--- src/rtl/bus_arb_pkg.sv ---
// Shared types and defaults for the shared-bus round-robin arbiter.
// Imported by the picker and the arbiter top.
package bus_arb_pkg;

    typedef enum logic [1:0] {
        IDLE,
        GRANT,
        TURN
    } arb_state_e;

    localparam int DEF_N_REQ    = 4;
    localparam int DEF_HOLD_MAX = 16;
    localparam int DEF_TURN_CYC = 1;

    function automatic int owner_w(input int n);
        return (n > 1) ? $clog2(n) : 1;
    endfunction

endpackage

--- src/rtl/rr_pick.sv ---
// Combinational round-robin picker: first set req bit above last, wrapping.
// The previous winner is scanned last, so it only wins when nobody else asks.
module rr_pick
    import bus_arb_pkg::*;
#(
    parameter int N = DEF_N_REQ,
    parameter int W = owner_w(DEF_N_REQ)
) (
    input  logic [N-1:0] req,
    input  logic [W-1:0] last,
    output logic         valid,
    output logic [W-1:0] idx
);

    // Scan downward so the closest candidate after last is written last.
    always_comb begin
        valid = 1'b0;
        idx   = '0;
        for (int i = N; i >= 1; i--) begin
            if (req[(int'(last) + i) % N]) begin
                valid = 1'b1;
                idx   = W'((int'(last) + i) % N);
            end
        end
    end

endmodule

--- src/rtl/shared_bus_arbiter.sv ---
// Round-robin owner of a shared tri-state bus with a turnaround gap
// between owners and a hold limit that preempts long owners.
module shared_bus_arbiter
    import bus_arb_pkg::*;
#(
    parameter int N_REQ    = DEF_N_REQ,
    parameter int HOLD_MAX = DEF_HOLD_MAX,
    parameter int TURN_CYC = DEF_TURN_CYC
) (
    input  logic                       clk,
    input  logic                       rst_n,
    input  logic [N_REQ-1:0]           req,
    output logic [N_REQ-1:0]           grant,
    output logic [owner_w(N_REQ)-1:0]  owner,
    output logic                       bus_busy,
    output logic                       preempt
);

    localparam int OW = owner_w(N_REQ);
    localparam int HW = (HOLD_MAX > 1) ? $clog2(HOLD_MAX) : 1;
    localparam int TW = (TURN_CYC > 1) ? $clog2(TURN_CYC) : 1;
    localparam logic [HW-1:0] HOLD_LAST = HW'(HOLD_MAX - 1);
    localparam logic [TW-1:0] TURN_LAST = TW'(TURN_CYC - 1);

    arb_state_e       state, state_n;
    logic [N_REQ-1:0] grant_n;
    logic [N_REQ-1:0] others;
    logic [OW-1:0]    owner_n, last, last_n;
    logic [HW-1:0]    hold_cnt, hold_n;
    logic [TW-1:0]    turn_cnt, turn_n;
    logic             preempt_n, busy_n;
    logic             pick_valid;
    logic [OW-1:0]    pick_idx;

    rr_pick #(
        .N (N_REQ),
        .W (OW)
    ) u_pick (
        .req   (req),
        .last  (last),
        .valid (pick_valid),
        .idx   (pick_idx)
    );

    always_ff @(posedge clk or negedge rst_n) begin
        if (!rst_n) begin
            state    <= IDLE;
            grant    <= '0;
            owner    <= '0;
            last     <= OW'(N_REQ - 1);
            hold_cnt <= '0;
            turn_cnt <= '0;
            bus_busy <= 1'b0;
            preempt  <= 1'b0;
        end else begin
            state    <= state_n;
            grant    <= grant_n;
            owner    <= owner_n;
            last     <= last_n;
            hold_cnt <= hold_n;
            turn_cnt <= turn_n;
            bus_busy <= busy_n;
            preempt  <= preempt_n;
        end
    end

    always_comb begin
        state_n   = state;
        grant_n   = grant;
        owner_n   = owner;
        last_n    = last;
        hold_n    = hold_cnt;
        turn_n    = turn_cnt;
        preempt_n = 1'b0;
        others    = req;
        others[owner] = 1'b0;

        unique case (state)
            IDLE: begin
                if (pick_valid) begin
                    state_n = GRANT;
                    grant_n = '0;
                    grant_n[pick_idx] = 1'b1;
                    owner_n = pick_idx;
                    last_n  = pick_idx;
                    hold_n  = '0;
                end
            end
            GRANT: begin
                // A normal release takes priority over a coinciding expiry.
                if (!req[owner]) begin
                    state_n = TURN;
                    grant_n = '0;
                    turn_n  = '0;
                end else if (hold_cnt == HOLD_LAST) begin
                    if (|others) begin
                        state_n   = TURN;
                        grant_n   = '0;
                        turn_n    = '0;
                        preempt_n = 1'b1;
                    end else begin
                        hold_n = '0;
                    end
                end else begin
                    hold_n = hold_cnt + HW'(1);
                end
            end
            TURN: begin
                grant_n = '0;
                if (turn_cnt == TURN_LAST) begin
                    if (pick_valid) begin
                        state_n = GRANT;
                        grant_n[pick_idx] = 1'b1;
                        owner_n = pick_idx;
                        last_n  = pick_idx;
                        hold_n  = '0;
                    end else begin
                        state_n = IDLE;
                    end
                end else begin
                    turn_n = turn_cnt + TW'(1);
                end
            end
            default: begin
                state_n = IDLE;
                grant_n = '0;
            end
        endcase

        busy_n = (state_n != IDLE);
    end

endmodule

--- config.mk ---
export PLATFORM = sky130hd
export DESIGN_NAME = shared_bus_arbiter
export DESIGN_NICKNAME = d
export VERILOG_FILES = /design/src/rtl/bus_arb_pkg.sv /design/src/rtl/rr_pick.sv /design/src/rtl/shared_bus_arbiter.sv
export SDC_FILE = /design/constraint.sdc
export NUM_CORES = 1
export LEC_CHECK = 0
export ABC_AREA = 1
export CAP_MARGIN = 20
export CORE_MARGIN = 2
export CORE_UTILIZATION = 54
export CTS_CLUSTER_DIAMETER = 100
export DETAILED_ROUTE_END_ITERATION = 7
export PLACE_DENSITY = 0.74
export SLEW_MARGIN = 20
export SYNTH_ARGS = -nofsm -noshare
export SYNTH_HDL_FRONTEND = slang
export SYNTH_HIERARCHICAL = 1
export SYNTH_SLANG_ARGS = --single-unit
--- constraint.sdc ---
create_clock -name clk -period 2.2 [get_ports clk]
set_clock_uncertainty 0.05 [all_clocks]
set_input_delay 0.66 -clock clk [delete_from_list [all_inputs] [get_ports clk]]
set_output_delay 0.66 -clock clk [all_outputs]
set_load 0.005 [all_outputs]
==> flow_summary_export.csv, run 1 <==
group,metric,value,unit
power,cellLeakagePower,0.7183,nW
detailed_routing,drc,0,
worst_setup_path,cp-start-kind,"primary input",
layout,final_common_cell,"nand2_1",
layout,syn_to_final_growth,21.91,%
floorplanning,die_height,48.82,µm
worst_setup_path,path_cells,"clkdlybuf4s50_1 > inv_1 > o21ai_1 > nand2_1 > nand2_1 > nand3_1 > a21boi_1 > nand2_1 > nor2_1 > nand3_1 > nand2_1",
grt,gr-total-overflow,0,
power,ir_worst_vdd,0.8635,mV
floorplanning,dieArea,2383,µm²
layout,nets,188,
placed_design,dp_hpwl,1667,µm
floorplanning,die_x,48.82,µm
worst_setup_path,end_kind,"flip-flop",
detailed_routing,finalWirelength,2091,µm
floorplanning,initial_core_util,56.45,%
grt,grt_max_degree,12,
placed_design,dp_slack,-0.1102,ns
synthesis,ys_top_cells_by_area,"dfrtp_1 (32%), nand2_1 (20%), nand3_1 (8.3%), nand2_2 (5.8%), dfstp_2 (4.8%)",
cts,cts_htree_levels,1,
worst_setup_path,slowest_stage,"clkdlybuf4s50_1",
detailed_routing,dr.pass1.iters,4,
sta,worst_pin_slew,0.4602,ns
floorplanning,row_count,16,
placed_design,placed_area,1297,µm²
layout,layout-drive-gt1-share,23.46,%
grt,grt_pass1_vias,949,
synthesis,synth_top_area_share,32.30,%
synthesis,synth_ff_type,"dfrtp_1",
layout,multi_input_area,586.8,µm²
detailed_routing,viasPerCell,4.888,
placed_design,port_buffers,13,
power,p_per_area,1315,nW/µm²
worst_setup_path,cpMostUsedCell,"nand2_1",
worst_setup_path,path_max_fanout,3,
layout,fill_cells,168,
synthesis,async_flop_share,100.0,%
cts,clock_path_buffers,2,
cts,cts_tree,"done",
flow_run,cap_violations,0,
synthesis,yosys_warnings,6,
synthesis,synth.net_count,163,
cts,numCtsBuffers,3,
sta,period_needed,2.019,ns
sta,finalCritPeriodShare,91.75,%
sta,hold_violations,0,
detailed_routing,drtIter0Drc,18,
cts,clock-root-buffer,"clkbuf_4",
sta,max_freq,495.4,MHz
worst_setup_path,crit_required,2.37,ns
sta,setup_viol,0,
sta,slew_violations,0,
layout,final_cell_mix,"nand2_1 (57), nand3_1 (18), inv_1 (14), dfrtp_1 (14), clkdlybuf4s50_1 (12)",
synthesis,synth_area,1085,µm²
sta,setup_ws,0.1815,ns
synthesis,synth.distinct_cells,25,
cts,path_clk_slew,0.08,ns
placed_design,gp_congestion,0.8832,
synthesis,syn-instance-count,156,
detailed_routing,vias,1007,
grt,use_met2,34.02,%
layout,n_antenna_cell,0,
floorplanning,pin_count,14,
cts,clock_latency,0.28,ns
synthesis,yosysTopAreaCell,"dfrtp_1",
synthesis,ys_seq_area_share,37.14,%
synthesis,synth_edf_count,0,
status,status,"completed",
worst_setup_path,critPathKind,"primary input to flip-flop",
cts,numClockSinks,16,
grt,gr-usage-met3,4.908,%
detailed_routing,wl_per_cell,10.15,µm
grt,use_met1,25.75,%
layout,postLayoutCellArea,1323,µm²
sta,fin_tns_setup,0,ns
synthesis,ys_seq_elements,16,
grt,grt_pass1_wl,3822,µm
layout,regArea,402.9,µm²
sta,rsz0062_at_grt,"false",
worst_setup_path,max_stage_delay,0.49,ns
floorplanning,coreArea,1922,µm²
synthesis,post_synth.cell_area_avg,6.954,µm²
detailed_routing,drtAntennaViolNets,0,
grt,grt_use_total,19.96,%
sta,slew_headroom,69.23,%
hold_path,hold_class,"flip-flop to flip-flop",
grt,antenna_found_initial,0,
grt,busiest_layer,"met2",
worst_setup_path,crit_arrival,2.19,ns
cells by family (layout without fill, tap and decap cells):
kind of cell / count (synthesis) / count (layout) / share of synthesized area (%)
buffers and inverters: 22 / 45 / 8.766
adders and majority gates: 1 / 1 / 1.153
and+or+nand+nor: 107 / 107 / 46.37
AOI/OAI and AO/OA: 9 / 9 / 5.767
DFF: 16 / 16 / 37.14
xor gates and xnor gates: 1 / 1 / 0.8075
layer usage:
| layer | vias up | share of wire (%) |
|---|---|---|
| li1 | 529 | - |
| met1 | 461 | 50 |
| met2 | 15 | 47 |
| met3 | 2 | 3.3 |
| met4 | 0 | 0.38 |
| met5 | - | 0 |
final cells by class:
cell class                 instances  share of cell area (%)
multi-input combinational        118                   44.37
sequential                        16                   30.46
timing repair buffer              21                   14.57
inverter                          21                   6.339
tap                               27                   2.554
clock buffer                       3                   1.703
stage by stage:
stage,utilization (%),hold slack (ns),std cells,total power [mW]
floorplan,-,0.3144,156,1.303
global placement,67.51,0.4031,203,1.563
detailed placement,67.51,0.4071,203,1.595
CTS,68.68,0.4275,206,1.744
global route,68.82,0.4624,206,1.931
finish,68.82,0.4281,206,1.739
synthesized netlist by cell type (3+ instances only):
library cell,number
nor2_2,3
nand2_4,3
inv_2,6
o21ai_0,3
nand2_2,10
nor2_1,9
dfrtp_1,14
nand2_1,57
nand3_1,18
inv_1,14
critical path, delay by kind of cell:
kind	cells	cell delay, ns
simple gates	7	0.59
compound gates	2	0.38
buf+inv	2	0.56
power by group:
group / leakage, nW / switching [mW] / internal [mW]
registers: 0.203 / 0.120 / 0.407
clock network: 0.0138 / 0.0802 / 0.0634
logic: 0.501 / 0.631 / 0.438
timing repair:
action	CTS	global route
gates resized for setup	0	1
setup buffers	0	0
endpoints found under the setup margin	0	2
hold buffers	0	0
state kept, by name (all words and copies together), names as in the netlist:
| signal | flops |
|---|---|
| bus_busy | 1 |
| last | 2 |
| preempt | 1 |
| state | 2 |
| grant | 4 |
| hold_cnt | 4 |
| owner | 2 |
final timing paths:
kind / from / to / slack [ns] / cells after the start
min reg2reg: grant[0] / grant[0] / 0.43 / 2
max reg2reg: last[0] / grant[0] / 0.39 / 11
max: req[2] / grant[2] / 0.18 / 11
max in group asynchronous: rst_n / hold_cnt[2] / 0.99 / 2
min in group asynchronous: rst_n / state[1] / 0.65 / 1
min: grant[0] / grant[0] / 0.43 / 2
Note: power is estimated with default switching activity, not from simulation.
==> run 2, diff against run 1 <==
--- a/config.mk
+++ b/config.mk
@@ -11,6 +11,7 @@
 export CORE_UTILIZATION = 54
 export CTS_CLUSTER_DIAMETER = 100
 export DETAILED_ROUTE_END_ITERATION = 7
+export GPL_TIMING_DRIVEN = 0
 export PLACE_DENSITY = 0.74
 export SLEW_MARGIN = 20
 export SYNTH_ARGS = -nofsm -noshare
==> run 2 against run 1 <==
- sequential power down 4.9%
- first-iteration DRC count up 5.6%
- non-clock buffer count down 7
- final area down 2.2%
- via count down 3.3%
- utilization down 1.5 points
- sequential share of layout area up 0.68 points
- fmax down 2.5%
- flip-flop and latch count unchanged
- die area unchanged
- clock power up 35%
- cell count down 2.9%
- largest cell class unchanged
==> flow_summary_export.csv, run 2 (synthesis results as in run 1) <==
group,metric,value,unit
status,status,"completed",
cts,postCtsHoldBufs,0,
detailed_routing,drc,0,
detailed_routing,drtAntennaViolNets,0,
sta,max_freq,482.9,MHz
worst_setup_path,slowest_stage,"clkdlybuf4s50_1",
placed_design,placed_area,1249,µm²
sta,fin_tns_setup,0,ns
sta,hold_violations,0,
detailed_routing,dr.pass1.iters,4,
sta,rsz0062_at_grt,"false",
grt,grt_max_degree,17,
worst_setup_path,cp-start-kind,"primary input",
layout,n_antenna_cell,0,
sta,finalCritPeriodShare,94.12,%
grt,antenna_found_initial,0,
placed_design,gp_congestion,0.8827,
cts,numClockSinks,16,
worst_setup_path,cpMostUsedCell,"nand2_1",
detailed_routing,finalWirelength,2135,µm
layout,postLayoutCellArea,1294,µm²
grt,grt_pass1_wl,3753,µm
worst_setup_path,timing.rr.start,"last[0]",
layout,final_common_cell,"nand2_1",
layout,syn_to_final_growth,19.26,%
grt,grt_use_total,20.12,%
cts,clock_latency,0.29,ns
flow_run,cap_violations,0,
floorplanning,pin_count,14,
worst_setup_path,end_kind,"flip-flop",
floorplanning,coreArea,1922,µm²
worst_setup_path,cp_top_family,"simple AND/OR/NAND/NOR gates",
grt,gr-total-overflow,0,
power,cellLeakagePower,0.6922,nW
placed_design,dp.cells,196,
floorplanning,row_count,16,
placed_design,dp_hpwl,1632,µm
worst_setup_path,max_stage_delay,0.49,ns
layout,top_regs,"grant (4), hold_cnt (4)",
worst_setup_path,path_max_fanout,3,
worst_setup_path,crit_buf_inv,2,
layout,layout-drive-gt1-share,22.54,%
worst_setup_path,setup.worst_path.start,"req[1]",
floorplanning,die_height,48.82,µm
layout,stdcell_count,200,
worst_setup_path,crit_arrival,2.26,ns
floorplanning,dieArea,2383,µm²
layout,final_cell_mix,"nand2_1 (57), nand3_1 (18), dfrtp_1 (14)",
worst_setup_path,path_cells,"clkdlybuf4s50_1 > inv_1 > o21ai_2 > nand2_1 > a21boi_2 > or2_2 > nor2_1 > nand3_1 > nand2_1",
sta,worst_pin_slew,0.7209,ns
layout,nets,181,
placed_design,port_buffers,13,
cts,numCtsBuffers,3,
detailed_routing,wl_per_cell,10.68,µm
cts,clock_path_buffers,2,
cts,clock-root-buffer,"clkbuf_4",
cts,cts_htree_levels,1,
cts,cts_tree,"done",
hold_path,hold_start,"last[0]",
sta,slew_headroom,51.79,%
power,p_per_area,1372,nW/µm²
cts,post_cts_resized,0,
cts,cts_setup_buffers,0,
sta,slew_violations,0,
sta,setup_viol,0,
detailed_routing,viasPerCell,4.870,
worst_setup_path,critPathKind,"primary input to flip-flop",
worst_setup_path,crit_required,2.39,ns
hold_path,hold_class,"flip-flop to flip-flop",
detailed_routing,drtIter0Drc,19,
cts,path_clk_slew,0.09,ns
floorplanning,die_x,48.82,µm
grt,grt_pass1_vias,902,
detailed_routing,vias,974,
floorplanning,initial_core_util,56.45,%
power,ir_worst_vdd,0.7798,mV
sta,period_needed,2.071,ns
==> run 2: cell types whose count changed in the layout (fill, tap and decap cells not counted) <==
| cell | before | now |
|---|---|---|
| a21boi_2 | 0 | 1 |
| buf_6 | 0 | 1 |
| nor2_2 | 3 | 4 |
| nor2_1 | 9 | 8 |
| buf_4 | 8 | 0 |
| clkbuf_8 | 0 | 1 |
| inv_2 | 6 | 7 |
| a21boi_1 | 1 | 0 |
| inv_1 | 14 | 13 |
==> run 2: final timing paths <==
check                              end  slack [ns]  cells after the start
max                           grant[0]        0.13                      9
min                            last[0]        0.42                      2
max reg2reg                   grant[0]        0.36                     12
min reg2reg                    last[0]        0.42                      2
max in group asynchronous  hold_cnt[1]        0.90                      1
min in group asynchronous     grant[0]        0.74                      1
==> run 2: power breakdown <==
| group | total [mW] | switching [mW] | internal [mW] | leakage [nW] |
|---|---|---|---|---|
| Sequential | 0.501 | 0.0955 | 0.405 | 0.203 |
| Combinational | 1.08 | 0.660 | 0.419 | 0.468 |
| Clock | 0.194 | 0.0933 | 0.101 | 0.0210 |
| Total | 1.77 | 0.849 | 0.926 | 0.692 |
==> run 2: area by class of cell <==
type | count | area, µm²
Clock buffer | 4 | 36.28
Sequential cell | 16 | 402.9
Fill cell | 187 | 628.1
Multi-Input combinational cell | 118 | 593.1
Tap cell | 27 | 33.78
Inverter | 21 | 83.83
Buffer | 1 | 11.26
Timing Repair Buffer | 13 | 132.6
==> run 2: tightest hold or removal path, cell delays in order, from the launching register on <==
cell and delay, ns:
dfstp_2 0.38, nand2_1 0.05, nand2_1 0.04
==> run 2: through the flow <==
step / worst slack [ns] / power (mW) / hold WS [ns] / util, %
3_3_place_gp: -0.2398 / 1.526 / 0.4035 / 64.97
5_1_grt: 0.001122 / 1.964 / 0.4570 / 67.32
2_1_floorplan: 0.4875 / 1.303 / 0.3144 / -
6_report: 0.1293 / 1.774 / 0.4222 / 67.32
3_5_place_dp: -0.2790 / 1.564 / 0.4077 / 64.97
4_1_cts: 0.03854 / 1.769 / 0.4250 / 66.86
==> run 2: routing by layer <==
layer	up-vias	track usage (%)	wire length, µm
li1	515	-	-
met1	445	25.80	1003
met2	14	32.42	1059
met3	0	6.135	73
met4	0	6.667	0
met5	-	0	0
